File: src/rtl/output_layer_seq.sv
// ---------------------------------------------------------------------------
// output_layer_seq
//   Sequential two-neuron output layer. Four signed hidden-layer values are
//   captured, clamped to unsigned activations, and then multiplied against
//   two static weight columns, one multiply-accumulate per neuron per cycle.
//   The result is the pair of neuron sums plus an argmax class bit.
//
// Ports
//   clk, rst            clock; asynchronous active-high reset
//   input_ready         hidden-layer results valid (accepted only in IDLE)
//   in0..in3            signed hidden-layer results (in_width bits)
//   w48..w78            signed 5-bit weights, hidden 0..3 -> neuron 8
//   w49..w79            signed 5-bit weights, hidden 0..3 -> neuron 9
//   out0, out1          neuron 8 / neuron 9 sums (output_width bits, signed)
//   class_out           1 when out1 > out0, otherwise 0 (a tie gives 0)
//   busy                high whenever the FSM is not in IDLE
//   output_ready        one-cycle pulse when out0/out1/class_out update
//
// Timing: capture edge -> ACT edge -> four MAC edges. output_ready rises on
// the sixth edge counting the capture edge, and the DONE edge returns to
// IDLE, so back-to-back requests are accepted every 7 cycles.
// ---------------------------------------------------------------------------
module output_layer_seq #(
  parameter int in_width     = 12,
  parameter int act_width    = 6,
  parameter int output_width = 16
) (
  input  logic                           clk,
  input  logic                           rst,
  input  logic                           input_ready,
  input  logic signed [in_width-1:0]     in0,
  input  logic signed [in_width-1:0]     in1,
  input  logic signed [in_width-1:0]     in2,
  input  logic signed [in_width-1:0]     in3,
  input  logic signed [4:0]              w48,
  input  logic signed [4:0]              w58,
  input  logic signed [4:0]              w68,
  input  logic signed [4:0]              w78,
  input  logic signed [4:0]              w49,
  input  logic signed [4:0]              w59,
  input  logic signed [4:0]              w69,
  input  logic signed [4:0]              w79,
  output logic signed [output_width-1:0] out0,
  output logic signed [output_width-1:0] out1,
  output logic                           class_out,
  output logic                           busy,
  output logic                           output_ready
);

  // Product of an unsigned act_width value and a signed 5-bit weight needs
  // act_width+5 signed bits; four of them summed need two more.
  localparam int ACC_W = act_width + 7;
  // Common width for saturating the sums into output_width.
  localparam int BIG_W = (output_width > ACC_W) ? output_width : ACC_W;

  localparam logic signed [BIG_W-1:0] OUT_MAX =
    {{(BIG_W-output_width+1){1'b0}}, {(output_width-1){1'b1}}};
  localparam logic signed [BIG_W-1:0] OUT_MIN =
    {{(BIG_W-output_width+1){1'b1}}, {(output_width-1){1'b0}}};
  localparam logic signed [in_width:0] ACT_MAX =
    {{(in_width+1-act_width){1'b0}}, {act_width{1'b1}}};

  typedef enum logic [1:0] {IDLE, ACT, MAC, DONE} state_t;

  state_t                         state_reg;
  logic signed [in_width-1:0]     in_reg [4];
  logic        [act_width-1:0]    act_reg [4];
  logic        [act_width-1:0]    act_next [4];
  logic signed [ACC_W-1:0]        acc8_reg;
  logic signed [ACC_W-1:0]        acc9_reg;
  logic        [1:0]              idx_reg;
  logic signed [output_width-1:0] out0_reg;
  logic signed [output_width-1:0] out1_reg;
  logic                           class_reg;
  logic                           busy_reg;
  logic                           ready_reg;

  // ReLU plus saturation of each captured hidden value.
  generate
    for (genvar gi = 0; gi < 4; gi++) begin : g_act
      logic signed [in_width:0] in_ext;
      assign in_ext = {in_reg[gi][in_width-1], in_reg[gi]};
      assign act_next[gi] = in_reg[gi][in_width-1] ? '0 :
                            (in_ext > ACT_MAX)     ? {act_width{1'b1}} :
                                                     in_reg[gi][act_width-1:0];
    end
  endgenerate

  // Operand selection for the current MAC index.
  logic        [act_width-1:0] act_k;
  logic signed [4:0]           w8_k;
  logic signed [4:0]           w9_k;

  always_comb begin
    act_k = act_reg[idx_reg];
    w8_k  = w48;
    w9_k  = w49;
    case (idx_reg)
      2'd0: begin w8_k = w48; w9_k = w49; end
      2'd1: begin w8_k = w58; w9_k = w59; end
      2'd2: begin w8_k = w68; w9_k = w69; end
      default: begin w8_k = w78; w9_k = w79; end
    endcase
  end

  // Activation is zero-extended, weights sign-extended, so the signed
  // multiply at ACC_W bits gives the exact product.
  logic signed [ACC_W-1:0] act_ext;
  logic signed [ACC_W-1:0] w8_ext;
  logic signed [ACC_W-1:0] w9_ext;
  logic signed [ACC_W-1:0] sum8_next;
  logic signed [ACC_W-1:0] sum9_next;
  logic signed [BIG_W-1:0] sum8_big;
  logic signed [BIG_W-1:0] sum9_big;
  logic signed [output_width-1:0] res8_next;
  logic signed [output_width-1:0] res9_next;

  assign act_ext   = {{(ACC_W-act_width){1'b0}}, act_k};
  assign w8_ext    = {{(ACC_W-5){w8_k[4]}}, w8_k};
  assign w9_ext    = {{(ACC_W-5){w9_k[4]}}, w9_k};
  assign sum8_next = acc8_reg + act_ext * w8_ext;
  assign sum9_next = acc9_reg + act_ext * w9_ext;
  assign sum8_big  = BIG_W'(sum8_next);
  assign sum9_big  = BIG_W'(sum9_next);

  function automatic logic signed [output_width-1:0] clip(
    input logic signed [BIG_W-1:0] v
  );
    logic signed [BIG_W-1:0] c;
    c = v;
    if (v > OUT_MAX) c = OUT_MAX;
    if (v < OUT_MIN) c = OUT_MIN;
    return c[output_width-1:0];
  endfunction

  assign res8_next = clip(sum8_big);
  assign res9_next = clip(sum9_big);

  always_ff @(posedge clk or posedge rst) begin
    if (rst) begin
      state_reg <= IDLE;
      for (int i = 0; i < 4; i++) begin
        in_reg[i]  <= '0;
        act_reg[i] <= '0;
      end
      acc8_reg  <= '0;
      acc9_reg  <= '0;
      idx_reg   <= '0;
      out0_reg  <= '0;
      out1_reg  <= '0;
      class_reg <= 1'b0;
      busy_reg  <= 1'b0;
      ready_reg <= 1'b0;
    end else begin
      case (state_reg)
        IDLE: begin
          if (input_ready) begin
            in_reg[0] <= in0;
            in_reg[1] <= in1;
            in_reg[2] <= in2;
            in_reg[3] <= in3;
            busy_reg  <= 1'b1;
            state_reg <= ACT;
          end
        end
        ACT: begin
          for (int i = 0; i < 4; i++) act_reg[i] <= act_next[i];
          acc8_reg  <= '0;
          acc9_reg  <= '0;
          idx_reg   <= '0;
          state_reg <= MAC;
        end
        MAC: begin
          acc8_reg <= sum8_next;
          acc9_reg <= sum9_next;
          idx_reg  <= idx_reg + 2'd1;
          if (idx_reg == 2'd3) begin
            out0_reg  <= res8_next;
            out1_reg  <= res9_next;
            class_reg <= (res9_next > res8_next);
            ready_reg <= 1'b1;
            state_reg <= DONE;
          end
        end
        DONE: begin
          ready_reg <= 1'b0;
          busy_reg  <= 1'b0;
          state_reg <= IDLE;
        end
        default: begin
          state_reg <= IDLE;
          busy_reg  <= 1'b0;
          ready_reg <= 1'b0;
        end
      endcase
    end
  end

  assign out0         = out0_reg;
  assign out1         = out1_reg;
  assign class_out    = class_reg;
  assign busy         = busy_reg;
  assign output_ready = ready_reg;

endmodule

File: config.mk
export PLATFORM = sky130hd
export DESIGN_NAME = output_layer_seq
export DESIGN_NICKNAME = d
export VERILOG_FILES = /design/src/rtl/output_layer_seq.sv
export SDC_FILE = /design/constraint.sdc
export NUM_CORES = 1
export LEC_CHECK = 0
export BUFFER_PORTS_ARGS = -buffer_cell sky130_fd_sc_hd__buf_2
export CAP_MARGIN = 20
export CORE_MARGIN = 4
export CORE_UTILIZATION = 53
export DETAILED_ROUTE_END_ITERATION = 8
export PLACE_DENSITY = 0.85
export REMOVE_ABC_BUFFERS = 1
export SLEW_MARGIN = 20
export SYNTH_ARGS = -nofsm -noshare
export SYNTH_HDL_FRONTEND = slang
export SYNTH_SLANG_ARGS = --single-unit
File: constraint.sdc
create_clock -name clk -period 7 [get_ports clk]
set_clock_uncertainty 0.15 [all_clocks]
set_input_delay 2.1 -clock clk [delete_from_list [all_inputs] [get_ports clk]]
set_output_delay 2.1 -clock clk [all_outputs]
set_load 0.02 [all_outputs]
==> flow_metrics.env, run 1 <==
export IMPL_status="complete, but fails checks"
export IMPL_violations="setup timing"
export IMPL_via_per_inst=5.47
export IMPL_die_area_mm2=0.0186
export IMPL_synth_ff_type="dfrtp_1"
export IMPL_max_slew_margin=0.284
export IMPL_most_common_layout_cells="133 x dfrtp_1, 124 x buf_2, 95 x nor2_1"
export IMPL_htree_levels=4
export IMPL_synth_edff_count=0
export IMPL_clkTransAtPathRegs_ns=0.07
export IMPL_dpl_worst_slack_ns=-1.26
export IMPL_cp_buffers_inverters=4
export IMPL_yosysWarnings=0
export IMPL_worstSkewPairLatency_ns=0.44
export IMPL_nNetsFinal=1251
export IMPL_dpl_cell_area_mm2=0.0101
export IMPL_rsz0062_at_grt="yes"
export IMPL_cp_startpoint="w68[0]"
export IMPL_crit_cells=26
export IMPL_dieHeight_um=136
export IMPL_grt_pass1_vias=7330
export IMPL_cts_tree="yes"
export IMPL_period_share=1.06
export IMPL_num_vias=6881
export IMPL_start_kind="primary input"
export IMPL_whs_path_depth=2
export IMPL_num_rows=46
export IMPL_start_util=0.546
export IMPL_regArea_mm2=0.00333
export IMPL_area_growth_pct=24.7
export IMPL_worst_path_max_fanout=3
export IMPL_ys_ff_latch=133
export IMPL_hold_path_class="register to register"
export IMPL_coreArea_mm2=0.0160
export IMPL_dr_first_iter_drc_count=451
export IMPL_diodes=0
export IMPL_dr_pass1_iters=7
export IMPL_yosysSeqAreaShare=0.381
export IMPL_nFillCells=1154
export IMPL_largest_reg_flops=48
export IMPL_fmax_mhz=135
export IMPL_crit_family="adder cells"
export IMPL_setup_viol=1
export IMPL_gr_total_overflow=0
export IMPL_wire_per_inst_um=17.2
export IMPL_antenna_found_initial=0
export IMPL_wirelength_um=21700
export IMPL_synth_distinct_cells=52
export IMPL_chipWidth_um=136
export IMPL_gp_congestion=0.926
export IMPL_syn_avg_cell_area_um2=10.6
export IMPL_layout_setup_ws_ns=-0.426
export IMPL_worstSetupPathType="primary input to register"
export IMPL_grt_max_degree=85
export IMPL_final_common_cell="dfrtp_1"
export IMPL_slew_violations=0
export IMPL_postRouteAntennaNets=0
export IMPL_track_usage=0.242
export IMPL_io_buffers=125
export IMPL_period_needed_ns=7.43
export IMPL_hold_viol=0
export IMPL_synthCells=824
export IMPL_reg2reg_depth=26
export IMPL_end_kind="register"
export IMPL_cpPeakStageDelay_ns=0.56
export IMPL_rr_startpoint="idx_reg[1]"
export IMPL_ctsHoldBuffers=0
export IMPL_drc=0
export IMPL_clock_sinks=133
export IMPL_grt_pass1_wl_um=34900
export IMPL_drive_gt1_frac=0.356
export IMPL_crit_arrival_ns=7.59
export IMPL_netlist_area_mm2=0.00873
export IMPL_cts_buffer_depth=2
export IMPL_crit_top_cell="fa_1"
export IMPL_numCtsBuffers=17
export IMPL_required_ns=7.17
export IMPL_fin_area_mm2=0.0109
export IMPL_min_from="out0[5]"
export IMPL_io_pins=126
export IMPL_clock_tree_root_cell="clkbuf_16"
export IMPL_multi_input_area_mm2=0.00506
export IMPL_dp_hpwl_um=15700
export IMPL_synthArstFlopShare=1.00
export IMPL_worstMarginPinSlew_ns=1.07
export IMPL_slowest_stage="fa_1"
export IMPL_drv_cap=0
cell families after synthesis:
kind of cell | after synthesis | synth area share
compound gates | 121 | 0.0900
flops | 133 | 0.381
buf+inv | 112 | 0.0523
mux | 91 | 0.121
fa+ha+maj | 130 | 0.224
xor+xnor | 23 | 0.0261
simple gates | 214 | 0.105
layer usage:
metal	routed length [um]	global-route usage
met2	11300	0.438
met3	1640	0.0611
met1	8160	0.274
met5	0	0
met4	531	0.0924
metrics by stage:
step                hold WS, ns  TNS [ns]  instances   util
floorplan                 0.296    -0.978        796      -
global placement          0.306     -1.09       1218  0.631
detailed placement        0.315     -1.26       1218  0.631
CTS                       0.330    -0.370       1256  0.678
global route              0.348    -0.652       1259  0.681
finish                    0.324    -0.426       1259  0.681
worst paths after layout:
check                           slack, ns                  to
min in group asynchronous            1.64  g_act[0].in_ext[0]
worst max register to register       0.21           class_out
worst min register to register       0.32             out0[5]
worst max-delay path                -0.43           class_out
worst min-delay path                 0.32             out0[5]
max in group asynchronous            3.94             out0[2]
tightest hold or removal path: cells and delay by family (launching register included):
| kind | cells | cell delay [ns] |
|---|---|---|
| AOI/OAI and AO/OA | 1 | 0.06 |
| DFF | 1 | 0.34 |
| and+or+nand+nor | 1 | 0.04 |
layout make-up:
class                   instances  area share
clock buffers                  19      0.0407
clock inverters                13      0.0147
inverters                      84      0.0294
multi-input cells             579       0.465
flip-flops and latches        133       0.306
well taps                     216      0.0248
repair buffers                215       0.120
cells in the mapped netlist (3+ instances only):
cell type	instances	share of area
nor2b_1	3	0.0021
buf_4	4	0.0034
buf_2	5	0.0029
inv_1	80	0.034
xnor2_1	13	0.013
dfrtp_1	133	0.38
inv_2	3	0.0013
xor2_1	8	0.0080
o22ai_1	7	0.0050
fa_1	44	0.10
a21boi_0	4	0.0034
mux2i_1	6	0.0069
nor2_1	97	0.042
nand2_1	69	0.030
clkbuf_1	16	0.0069
nand2b_1	3	0.0021
o31ai_1	5	0.0043
a222oi_1	8	0.0092
o21ai_0	44	0.025
nand3_1	12	0.0069
mux2_2	81	0.10
ha_1	86	0.12
a21o_1	7	0.0060
a21oi_1	15	0.0086
or4_1	4	0.0034
nor3_1	4	0.0023
or2_2	7	0.0050
o21ai_1	7	0.0040
o2bb2ai_1	13	0.013
repair_timing:
action                     4_1_cts  5_1_grt
pin swaps                       27       12
resized for setup               34        5
buffers inserted                 6        3
setup endpoints to repair        1        1
Power of run 1 is not shown: default switching activity piles up to over one toggle a cycle in this logic, so the estimate is an artifact.
==> run 2, diff against run 1 <==
--- a/config.mk
+++ b/config.mk
@@ -7,6 +7,7 @@
 export LEC_CHECK = 0
 export BUFFER_PORTS_ARGS = -buffer_cell sky130_fd_sc_hd__buf_2
 export CAP_MARGIN = 20
+export CORE_ASPECT_RATIO = 1.1
 export CORE_MARGIN = 4
 export CORE_UTILIZATION = 53
 export DETAILED_ROUTE_END_ITERATION = 8
==> run 2 against run 1 <==
  * Critical endpoint unchanged
  * Fmax increased by 0.32%
  * Critical path type unchanged
  * Clock-buffer cell count unchanged
  * Sequential share of layout area increased by 0.24 points
  * The flow still finishes with violations (setup timing)
  * Core utilization decreased by 0.18 points
  * Global-route usage increased by 0.50 points
==> flow_metrics.env, run 2 (synthesized netlist as in run 1, its figures left out) <==
export IMPL_status="complete, but fails checks"
export IMPL_violations="setup timing"
export IMPL_drc=0
export IMPL_start_util=0.549
export IMPL_dieHeight_um=143
export IMPL_largest_reg_flops=48
export IMPL_antenna_found_initial=0
export IMPL_ctsHoldBuffers=0
export IMPL_diodes=0
export IMPL_layout_setup_ws_ns=-0.403
export IMPL_worstSetupPathType="primary input to register"
export IMPL_regToRegSetupSlack_ns=0.29
export IMPL_num_vias=6937
export IMPL_reg2reg_to="class_out"
export IMPL_nFillCells=1133
export IMPL_clkTransAtPathRegs_ns=0.06
export IMPL_fmax_mhz=135
export IMPL_holdPathEnd="out0[8]"
export IMPL_dpl_worst_slack_ns=-1.22
export IMPL_slew_violations=0
export IMPL_cts_buffer_depth=2
export IMPL_chipWidth_um=130
export IMPL_hold_viol=0
export IMPL_grt_pass1_vias=7666
export IMPL_end_kind="register"
export IMPL_hold_path_class="register to register"
export IMPL_area_growth_pct=23.7
export IMPL_wirelength_um=21800
export IMPL_worstSkewPairLatency_ns=0.43
export IMPL_postRouteAntennaNets=0
export IMPL_rsz0062_at_grt="yes"
export IMPL_finalNonFillerCells=1239
export IMPL_io_pins=126
export IMPL_worst_path_max_fanout=3
export IMPL_grt_pass1_wl_um=35700
export IMPL_wire_per_inst_um=17.6
export IMPL_fin_area_mm2=0.0108
export IMPL_coreArea_mm2=0.0159
export IMPL_cts_tree="yes"
export IMPL_dr_first_iter_drc_count=302
export IMPL_track_usage=0.247
export IMPL_period_share=1.06
export IMPL_rr_startpoint="idx_reg[1]"
export IMPL_required_ns=7.16
export IMPL_drv_cap=0
export IMPL_gp_congestion=0.900
export IMPL_whs_path_depth=2
export IMPL_clock_sinks=133
export IMPL_dr_pass1_iters=5
export IMPL_regArea_mm2=0.00333
export IMPL_crit_arrival_ns=7.56
export IMPL_via_per_inst=5.60
export IMPL_multi_input_area_mm2=0.00502
export IMPL_finalSetupTns_ns=-0.403
export IMPL_htree_levels=4
export IMPL_num_rows=48
export IMPL_start_kind="primary input"
export IMPL_min_from="out0[8]"
export IMPL_period_needed_ns=7.40
export IMPL_most_common_layout_cells="133 x dfrtp_1, 125 x buf_2, 97 x nor2_1"
export IMPL_reg2reg_depth=26
export IMPL_setup_viol=1
export IMPL_drive_gt1_frac=0.346
export IMPL_final_common_cell="dfrtp_1"
export IMPL_dp_hpwl_um=16300
export IMPL_die_area_mm2=0.0186
export IMPL_dpl_cell_area_mm2=0.0101
export IMPL_nNetsFinal=1247
export IMPL_dp_cells=1201
export IMPL_worstMarginPinSlew_ns=1.08
export IMPL_numCtsBuffers=17
export IMPL_grt_max_degree=80
export IMPL_io_buffers=125
export IMPL_gr_total_overflow=0
export IMPL_max_slew_margin=0.278
export IMPL_clock_tree_root_cell="clkbuf_16"
## run 2: changes by cell type in the layout (fill, tap and decap cells not counted), sizes merged
| cell | delta |
|---|---|
| inv | -5 |
| clkinvlp | +3 |
| buf | -4 |
| clkinv | +2 |
## run 2: worst max-delay path by stage
stage | to | start | cells past startpoint
floorplan | class_out | w68[3] | 24
global placement | class_out | w68[3] | 25
detailed placement | class_out | w68[2] | 25
CTS | class_out | w68[0] | 26
global route | class_out | w68[0] | 26
finish | class_out | w68[0] | 26
## run 2: layout make-up
class                   count  share of cell area
inverters                  84              0.0297
well taps                 200              0.0232
clock inverters            13              0.0138
clock buffers              19              0.0410
multi-input cells         579               0.464
repair buffers            211               0.120
flip-flops and latches    133               0.308
## run 2: layer usage
layer,GRT usage,up-vias,part of all wire,wire [um]
li1,-,3213,-,-
met1,0.274,3379,0.37,8040
met2,0.436,263,0.52,11300
met3,0.0621,82,0.071,1550
met4,0.126,0,0.041,905
met5,0,-,0,0
## run 2: through the flow
| step | util | hold slack [ns] |
|---|---|---|
| global route | 0.679 | 0.350 |
| floorplan | - | 0.296 |
| global placement | 0.634 | 0.307 |
| finish | 0.679 | 0.320 |
| CTS | 0.678 | 0.328 |
| detailed placement | 0.634 | 0.315 |
## run 2: repair_timing
| item | 4_1_cts | 5_1_grt |
|---|---|---|
| gates resized for setup | 29 | 0 |
| pin swaps | 23 | 0 |
| setup buffers | 5 | 0 |
| setup endpoints to repair | 1 | 1 |
## run 2: worst max-delay path, cell delays in order
cell and delay, ns:
buf_2 0.09, a222oi_1 0.30, nand2_1 0.12, o21ai_2 0.11, nor2_1 0.08, fa_1 0.50
inv_1 0.06, fa_1 0.54, inv_1 0.06, fa_1 0.53, inv_1 0.05, fa_1 0.48
fa_2 0.36, nor2b_1 0.13, o21ai_1 0.09, a21boi_1 0.17, o21ai_1 0.09, nor3b_1 0.16
or2_4 0.24, ha_4 0.26, and3_1 0.15, nand3_1 0.09, or4_4 0.43, nor4b_1 0.16
o31ai_1 0.08, nand3_1 0.11
Power of run 2 is left out for the same reason.
